<file path="config.mk">
export PLATFORM = sky130hd
export DESIGN_NAME = multi_packet_scoreboard
export DESIGN_NICKNAME = d
export VERILOG_FILES = /design/src/rtl/multi_packet_scoreboard.sv
export SDC_FILE = /design/constraint.sdc
export NUM_CORES = 1
export LEC_CHECK = 0
export CAP_MARGIN = 15
export CORE_UTILIZATION = 50
export DETAILED_ROUTE_END_ITERATION = 12
export PLACE_DENSITY = 0.72
export SLEW_MARGIN = 20
export SYNTH_ARGS = -nofsm -noshare
export SYNTH_HDL_FRONTEND = slang
export SYNTH_SLANG_ARGS = --single-unit
</file>
<file path="constraint.sdc">
create_clock -name clk -period 3.6 [get_ports clk]
set_input_delay 0.72 -clock clk [delete_from_list [all_inputs] [get_ports clk]]
set_output_delay 0.72 -clock clk [all_outputs]
set_load 0.02 [all_outputs]
</file>
<file path="src/rtl/multi_packet_scoreboard.sv">
// multi_packet_scoreboard
// Tracks up to NUM_TRACK "magic" packets through a DUT FIFO of capacity DEPTH.
// Each slot remembers a captured data word and its distance from the FIFO head.
// When a slot reaches the head and is popped, it checks the DUT's data_out.
// Any mismatch raises a sticky err.
module multi_packet_scoreboard #(
   parameter int DEPTH     = 8,
   parameter int WIDTH     = 8,
   parameter int NUM_TRACK = 4,
   parameter int ONESHOT   = 0,
   parameter int CNTWID    = $clog2(DEPTH) + 1
) (
   input  logic             clk,
   input  logic             rst,
   input  logic             push,
   input  logic             pop,
   input  logic             start,
   input  logic [WIDTH-1:0] data_in,
   input  logic [WIDTH-1:0] data_out,
   output logic             data_out_vld,
   output logic             prop_signal,
   output logic             err,
   output logic             en,
   output logic             track_full,
   output logic [15:0]      exit_cnt
);

   logic [CNTWID-1:0]    occ_q, occ_d;
   logic                 pushAcc, popAcc;
   logic [NUM_TRACK-1:0] valid_q, valid_d;
   logic [CNTWID-1:0]    pos_q  [NUM_TRACK];
   logic [CNTWID-1:0]    pos_d  [NUM_TRACK];
   logic [WIDTH-1:0]     data_q [NUM_TRACK];
   logic [WIDTH-1:0]     data_d [NUM_TRACK];
   logic                 capturedOnce_q, capturedOnce_d;
   logic                 err_q, err_d;
   logic [15:0]          exitCnt_q, exitCnt_d;
   logic [NUM_TRACK-1:0] exitHit, freeMask, capSel;
   logic [WIDTH-1:0]     exitData;
   logic                 capture, exitVld;
   logic [CNTWID-1:0]    capPos;

   // Mirror the DUT FIFO's accept rules so occupancy tracks what really entered.
   // Popping an empty FIFO is ignored. Pushing into a full FIFO is only accepted
   // when a pop makes room in the same cycle.
   always_comb begin
      popAcc  = pop & (occ_q != '0);
      pushAcc = push & ((occ_q < CNTWID'(DEPTH)) | popAcc);
      occ_d   = occ_q + CNTWID'(pushAcc) - CNTWID'(popAcc);
      capture = start & pushAcc & ~(&valid_q) & ~((ONESHOT != 0) & capturedOnce_q);
      capPos  = occ_q - CNTWID'(popAcc) + CNTWID'(1);
   end

   // Find the slot leaving the FIFO head this cycle, and pick the lowest-index slot for a capture.
   // A slot that is exiting in this cycle counts as free, so a capture can reuse it immediately.
   always_comb begin
      logic found;
      found    = 1'b0;
      exitData = '0;
      capSel   = '0;
      for (int i = 0; i < NUM_TRACK; i++) begin
         exitHit[i]  = valid_q[i] & popAcc & (pos_q[i] == CNTWID'(1));
         freeMask[i] = ~valid_q[i] | exitHit[i];
         if (exitHit[i]) begin
            exitData = exitData | data_q[i];
         end
         if (!found && freeMask[i]) begin
            capSel[i] = 1'b1;
            found     = 1'b1;
         end
      end
   end

   // Per-slot next state.
   // A capture wins over an exit in the same slot.
   // Surviving slots move one place closer to the head on each accepted pop.
   always_comb begin
      valid_d = valid_q;
      pos_d   = pos_q;
      data_d  = data_q;
      for (int i = 0; i < NUM_TRACK; i++) begin
         if (capture && capSel[i]) begin
            valid_d[i] = 1'b1;
            pos_d[i]   = capPos;
            data_d[i]  = data_in;
         end else if (exitHit[i]) begin
            valid_d[i] = 1'b0;
         end else if (valid_q[i] && popAcc && (pos_q[i] > CNTWID'(1))) begin
            pos_d[i] = pos_q[i] - CNTWID'(1);
         end
      end
   end

   // Exit reporting, the sticky error, and the saturating exit counter.
   // data_out_vld is masked while reset is asserted, so abandoned packets never report an exit.
   always_comb begin
      exitVld        = |exitHit;
      data_out_vld   = exitVld & ~rst;
      prop_signal    = ~data_out_vld | (exitData == data_out);
      err_d          = err_q | (exitVld & (exitData != data_out));
      exitCnt_d      = (exitVld && (exitCnt_q != 16'hFFFF)) ? exitCnt_q + 16'd1 : exitCnt_q;
      capturedOnce_d = capturedOnce_q | capture;
      en             = |valid_q;
      track_full     = &valid_q;
      err            = err_q;
      exit_cnt       = exitCnt_q;
   end

   // Control state: reset clears occupancy, all slot valids and the status flags.
   always_ff @(posedge clk) begin
      if (rst) begin
         occ_q          <= '0;
         valid_q        <= '0;
         capturedOnce_q <= 1'b0;
         err_q          <= 1'b0;
         exitCnt_q      <= '0;
      end else begin
         occ_q          <= occ_d;
         valid_q        <= valid_d;
         capturedOnce_q <= capturedOnce_d;
         err_q          <= err_d;
         exitCnt_q      <= exitCnt_d;
      end
   end

   // Slot payload: meaningless while its valid is low, so it needs no reset.
   always_ff @(posedge clk) begin
      pos_q  <= pos_d;
      data_q <= data_d;
   end

endmodule

</file>
==> results of run 1 <==
flip-flops by register name (all words and copies together) (netlist names):
signal and flops:
data_q 32, exit_cnt 16, pos_q 16, occ_q 4, valid_q 4, err 1
path summary, 6_finish.rpt:
path,startpoint,end,slack (ns),cells after the start
setup reg to reg,occ_q[2],data_q[0],0.86,11
setup / recovery,pop,data_out_vld,0.27,7
hold / removal,err,err,0.46,2
hold reg to reg,err,err,0.46,2
per-stage QoR:
step                      util [%]  hold WS [ns]  total power, mW
after detailed placement      59.9         0.449             1.44
after global routing          63.3         0.488             2.23
after floorplan                  -         0.483             1.29
final                         63.3         0.462             2.12
after global placement        59.9         0.446             1.42
after CTS                     63.3         0.464             2.14
report_power, final:
group	switching, mW	leakage, nW	total (mW)	internal, mW
clock	0.306	0.114	0.697	0.391
sequential	0.0386	0.639	0.990	0.951
combinational	0.246	0.782	0.433	0.187
total	0.591	1.53	2.12	1.53
cell type report:
| class | instances | area share, % |
|---|---|---|
| clock buffers | 9 | 2.85 |
| clock inverters | 7 | 2.13 |
| inverters | 26 | 2.30 |
| multi-input cells | 214 | 35.0 |
| flip-flops and latches | 73 | 44.7 |
| well taps | 96 | 2.76 |
| repair buffers | 46 | 10.3 |
kinds of logic (layout without fill, tap and decap cells):
logic type	after synthesis	count (layout)	share of synthesized area, %
muxes	8	8	2.25
adders and majority gates	18	18	6.44
buffers and inverters	36	88	4.54
and+or+nand+nor	92	92	13.8
DFF	73	73	53.8
xor gates and xnor gates	29	29	7.03
AOI/OAI and AO/OA	67	67	12.2
worst register-to-register path: stages, from the launching register on:
cell,delay (ns)
dfxtp_1,0.33
inv_1,0.06
ha_1,0.19
inv_1,0.06
o31a_4,0.14
inv_4,0.06
buf_4,0.17
a21boi_2,0.18
and3_4,0.22
o2111ai_2,0.22
or2_1,0.39
inv_1,0.36
layout by cell type (no fill, tap or decap), types with 6 or more instances in the layout:
master	n
edfxtp_1	48
clkdlybuf4s50_1	40
nor2_1	28
inv_1	25
a21oi_1	25
dfxtp_1	25
nand2_1	22
xnor2_1	19
a22oi_1	17
ha_1	17
o21ai_0	13
xor2_1	10
clkbuf_8	9
nand3_1	7
mux2i_1	7
nor3_1	7
or3_1	6
per-layer routing:
metal | up-vias | part of all wire, % | wire [um] | GRT usage, %
li1 | 1248 | - | - | -
met5 | - | 0 | 0 | 0
met2 | 59 | 48 | 3470 | 33.6
met3 | 20 | 4.6 | 335 | 5.40
met1 | 1232 | 45 | 3250 | 26.2
met4 | 0 | 2.8 | 203 | 9.55
cells in the mapped netlist, types with 2 or more instances:
cell and instances:
a21o_1 2, a21oi_1 25, a22oi_1 17, a31o_2 3, and4_1 2, and4bb_1 2, and4bb_2 2, buf_2 3
buf_4 2, buf_6 2, clkbuf_1 3, dfxtp_1 25, edfxtp_1 48, ha_1 17, inv_1 25, mux2i_1 7
nand2_1 22, nand3_1 7, nand4_1 5, nor2_1 28, nor2b_1 2, nor3_1 7, o21ai_0 13, or3_1 6
xnor2_1 19, xor2_1 10
==> flow_summary_export.csv, run 1 <==
group,metric,value,unit
global_route,grt_pass1_wl,11.8,mm
critical_path,cp_num_buf_inv,4,
global_route,grtUsageTotal,20.8,%
floorplanning,fp-row-count,30,
timing,worst_slack,0.267,ns
clock_network,postCtsHoldBufs,0,
min_path,hold_class,"flop to flop",
cells_and_area,final_cell_count_no_fill,471,
power_and_ir_drop,power_density,488,nW/um2
synth,synth_edf_count,48,
critical_path,critPathSlowestCell,"clkdlybuf4s50_1",
critical_path,max_stage_delay,0.63,ns
synth,yosys_warnings,0,
timing,maxSlewViolCount,0,
critical_path,cp-start-kind,"input port",
job,maxCapViolCount,0,
global_route,antenna_found_initial,0,
critical_path,crit_top_cell,"clkdlybuf4s50_1",
critical_path,critPathCaptureType,"output pin",
timing,skew,0.00886,ns
routing,totalWireLength,7.26,mm
placement,pre_cts_ws,0.0885,ns
clock_network,insertion_delay,0.35,ns
synth,synth_fp_nets,362,
critical_path,cp_top_family,"buffers and inverters",
floorplanning,die-height,87.0,um
placement,dpl_cell_area,4120,um2
timing,fmax,0.300,GHz
placement,port_buffers,41,
clock_network,clkTransAtPathRegs,0.08,ns
critical_path,cp.arrival,2.61,ns
synth,netlist_area,3610,um2
cells_and_area,finish.instance_area,4350,um2
routing,drt_drc_violations_left,0,
clock_network,numCtsBuffers,9,
status,status,"completed",
clock_network,htreeDepth,3,
floorplanning,coreArea,6870,um2
timing,final-setup-viol-count,0,
critical_path,crit_chain,"clkdlybuf4s50_1 -> o31a_4 -> inv_4 -> buf_4 -> a21o_1 -> nor2_1 -> clkdlybuf4s50_1",
timing,finalCritPeriodShare,92.6,%
synth,synthCells,323,
cells_and_area,nFillCells,562,
synth,synth_cell_type_count,45,
cells_and_area,finalNetCount,409,
clock_network,cts_resized,7,
timing,relSlewSlack,59.7,%
routing,drtIter0Drc,118,
floorplanning,start_util,52.6,%
critical_path,critPathKind,"input port to output pin",
cells_and_area,regArea,1940,um2
routing,final_antenna_net_count,0,
synth,ys_seq_area_share,53.8,%
synth,synth.top_cell.area_share,39.9,%
floorplanning,die_w,87.0,um
clock_network,cts_sinks,73,
placement,dp.cells,455,
floorplanning,die-area,7570,um2
cells_and_area,final_layout_size_suffix_gt1_share,10.7,%
cells_and_area,syn_to_final_growth,20.3,%
global_route,grt_max_degree,26,
power_and_ir_drop,ir_drop,401,uV
synth,async_flop_share,0,%
cells_and_area,multi_input_area,1520,um2
routing,num_vias,2559,
timing,worst_slew_pin_slew,0.600,ns
clock_network,cts_tree,"yes",
synth,ys.flop_type,"edfxtp_1",
floorplanning,ioPinCount,42,
global_route,grt_pass1_vias,2471,
timing,fin_setup_tns,0,ns
timing,period_minus_slack,3.33,ns
synth,synth_seq_cells,73,
global_route,overflow,0,
power_and_ir_drop,leakagePower,1.53,nW
clock_network,root_buffer,"clkbuf_8",
routing,viasPerCell,5.43,
clock_network,post_cts_buffers,0,
synth,syn_area_per_cell,11.2,um2
timing,grt_setup_unrepaired,"false",
synth,synthTopCellsByArea,"edfxtp_1 40%, dfxtp_1 14%, ha_1 5.9%",
critical_path,critPathRequiredTime,2.88,ns
timing,hold_viol,0,
clock_network,clockBufferDepth,2,
placement,hpwlAfterDp,5.10,mm
routing,wire_per_inst,15.4,um
placement,gp_congestion,0.801,
synth,yosys.area.top_type,"edfxtp_1",
cells_and_area,n_antenna_cell,0,
critical_path,worst-path-max-fanout,9,
routing,firstDrtPassIters,4,
(Power assumes the default switching activity.)
==> inputs of run 2 (changes only) <==
--- a/config.mk
+++ b/config.mk
@@ -7,9 +7,10 @@
 export LEC_CHECK = 0
 export CAP_MARGIN = 15
 export CORE_UTILIZATION = 50
+export CTS_CLUSTER_DIAMETER = 120
 export DETAILED_ROUTE_END_ITERATION = 12
 export PLACE_DENSITY = 0.72
-export SLEW_MARGIN = 20
+export SLEW_MARGIN = 25
 export SYNTH_ARGS = -nofsm -noshare
 export SYNTH_HDL_FRONTEND = slang
 export SYNTH_SLANG_ARGS = --single-unit
==> results of run 2 <==
Final layout, timing and power as in run 1 (identical DEF).
==> inputs of run 3 (changes only) <==
--- a/config.mk
+++ b/config.mk
@@ -9,7 +9,7 @@
 export CORE_UTILIZATION = 50
 export CTS_CLUSTER_DIAMETER = 120
 export DETAILED_ROUTE_END_ITERATION = 12
-export PLACE_DENSITY = 0.72
+export PLACE_DENSITY_LB_ADDON = 0.15
 export SLEW_MARGIN = 25
 export SYNTH_ARGS = -nofsm -noshare
 export SYNTH_HDL_FRONTEND = slang
==> run 3 against run 2 <==
Effect of this change:
- final cell count grew 0.64%
- sequential cell count stayed put
- critical path depth increased by 2
- clock skew rose by 0.0022 ns
- first-iteration DRC count is 12% lower
- sequential power about the same
- clock-buffer cell count rose by 5
- register-to-register slack improved by 0.06 ns
==> flow_summary_export.csv, run 3 (synthesis results as in run 1) <==
group,metric,value,unit
timing,worst_slack,0.264,ns
min_path,hold_depth,2,
timing,grt_setup_unrepaired,"false",
floorplanning,die-area,7570,um2
timing,final-setup-viol-count,0,
power_and_ir_drop,power_density,487,nW/um2
clock_network,cts_sinks,73,
critical_path,crit-reg2reg-capture,"pos_q[15]",
power_and_ir_drop,leakagePower,1.55,nW
global_route,grt_pass1_wl,12.4,mm
cells_and_area,syn_to_final_growth,21.3,%
global_route,antenna_found_initial,0,
global_route,overflow,0,
job,maxCapViolCount,0,
clock_network,htreeDepth,3,
critical_path,regToRegSetupSlack,0.92,ns
placement,dp.cells,458,
routing,drt_drc_violations_left,0,
global_route,grtUsageTotal,22.3,%
timing,finalCritPeriodShare,92.7,%
min_path,hold_end,"err",
routing,totalWireLength,7.59,mm
clock_network,clkTransAtPathRegs,0.08,ns
floorplanning,die-height,87.0,um
floorplanning,start_util,52.6,%
cells_and_area,n_antenna_cell,0,
cells_and_area,regMostFlops,"data_q",
floorplanning,coreArea,6870,um2
critical_path,r2r-start,"occ_q[2]",
routing,num_vias,2519,
clock_network,post_cts_buffers,0,
timing,skew,0.0110,ns
cells_and_area,finalNetCount,412,
timing,hold_viol,0,
cells_and_area,post-route-util,63.8,%
cells_and_area,final_cell_count_no_fill,474,
critical_path,critPathKind,"flop to output pin",
cells_and_area,nFillCells,557,
routing,viasPerCell,5.31,
clock_network,clockBufferDepth,2,
critical_path,critPathSlowestCell,"edfxtp_1",
cells_and_area,final_layout_size_suffix_gt1_share,11.1,%
placement,port_buffers,41,
cells_and_area,layout_commonest_cell,"edfxtp_1",
clock_network,cts_tree,"yes",
critical_path,critPathRequiredTime,2.88,ns
routing,final_antenna_net_count,0,
clock_network,numCtsBuffers,9,
placement,dpl_cell_area,4140,um2
power_and_ir_drop,ir_drop,307,uV
critical_path,crit_chain,"inv_1 -> ha_1 -> and4bb_4 -> a22oi_1 -> a21oi_1 -> xnor2_1 -> nand4_1 -> o21ai_0 -> dlygate4sd2_1",
status,status,"completed",
critical_path,cp_top_family,"compound AO/OA/AOI/OAI gates",
timing,fin_setup_tns,0,ns
clock_network,insertion_delay,0.35,ns
cells_and_area,finish.instance_area,4380,um2
routing,wire_per_inst,16.0,um
floorplanning,die_w,87.0,um
timing,relSlewSlack,57.6,%
critical_path,cp.arrival,2.62,ns
critical_path,cp-start-kind,"flop",
timing,worst_slew_pin_slew,0.631,ns
min_path,hold_start,"err",
placement,gp_congestion,0.824,
clock_network,postCtsHoldBufs,0,
clock_network,root_buffer,"clkbuf_8",
global_route,grt_max_degree,26,
critical_path,critPathCaptureType,"output pin",
timing,period_minus_slack,3.34,ns
critical_path,path_depth,9,
timing,maxSlewViolCount,0,
min_path,hold_class,"flop to flop",
clock_network,cts_resized,7,
placement,pre_cts_ws,0.0500,ns
critical_path,cp_num_buf_inv,2,
cells_and_area,largest_register_ffs,32,
floorplanning,fp-row-count,30,
floorplanning,ioPinCount,42,
global_route,grt_pass1_vias,2544,
critical_path,r2r_cells,12,
routing,drtIter0Drc,104,
placement,hpwlAfterDp,5.30,mm
critical_path,max_stage_delay,0.39,ns
critical_path,worst-path-max-fanout,9,
timing,fmax,0.300,GHz
routing,firstDrtPassIters,4,
cells_and_area,mostFrequentLayoutCells,"48 x edfxtp_1, 40 x clkdlybuf4s50_1, 28 x nor2_1",
run 3: cell types whose count changed in the layout (fill, tap and decap cells not counted), sizes merged:
cell    change
inv         -2
clkinv      -1
bufinv      -2
buf         +3
clkbuf      +5
run 3: how the worst max path moves through the flow:
stage / from / end / slack [ns]
after floorplan: pop / prop_signal / 0.89
after detailed placement: pop / prop_signal / 0.05
after global routing: pos_q[13] / prop_signal / 0.07
final: pos_q[5] / prop_signal / 0.26
after CTS: pos_q[13] / prop_signal / 0.22
after global placement: pop / prop_signal / 0.13
run 3: where the power goes:
| group | internal [mW] | switching (mW) | total (mW) |
|---|---|---|---|
| registers | 0.951 | 0.0381 | 0.989 |
| logic | 0.187 | 0.253 | 0.440 |
| clock network | 0.396 | 0.308 | 0.704 |
| total | 1.53 | 0.599 | 2.13 |
run 3: metal layers:
layer  vias to the layer above  global-route usage, %  part of all wire (%)
li1                       1259                      -                     -
met1                      1192                   27.3                    44
met2                        61                   38.0                    50
met3                         7                   5.78                   5.5
met4                         0                   7.88                  0.84
met5                         -                      0                     0
run 3: worst min-delay path, delay by kind of cell, from the launching register on:
kind | cells | cell delay, ns
DFF | 1 | 0.31
AOI/OAI and AO/OA | 1 | 0.07
buffers and inverters | 1 | 0.04
run 3: through the flow:
stage | hold WS, ns | power [mW]
6_report | 0.470 | 2.13
3_3_place_gp | 0.447 | 1.43
5_1_grt | 0.519 | 2.24
2_1_floorplan | 0.483 | 1.29
4_1_cts | 0.479 | 2.15
3_5_place_dp | 0.465 | 1.44
run 3: final cells by class:
class	count	area (um2)	area share [%]
clock buffer	14	216	4.94
multi-input combinational	214	1520	34.7
inverter	26	100	2.28
tap	96	120	2.74
clock inverter	2	13.8	0.314
sequential	73	1940	44.3
timing repair buffer	49	469	10.7
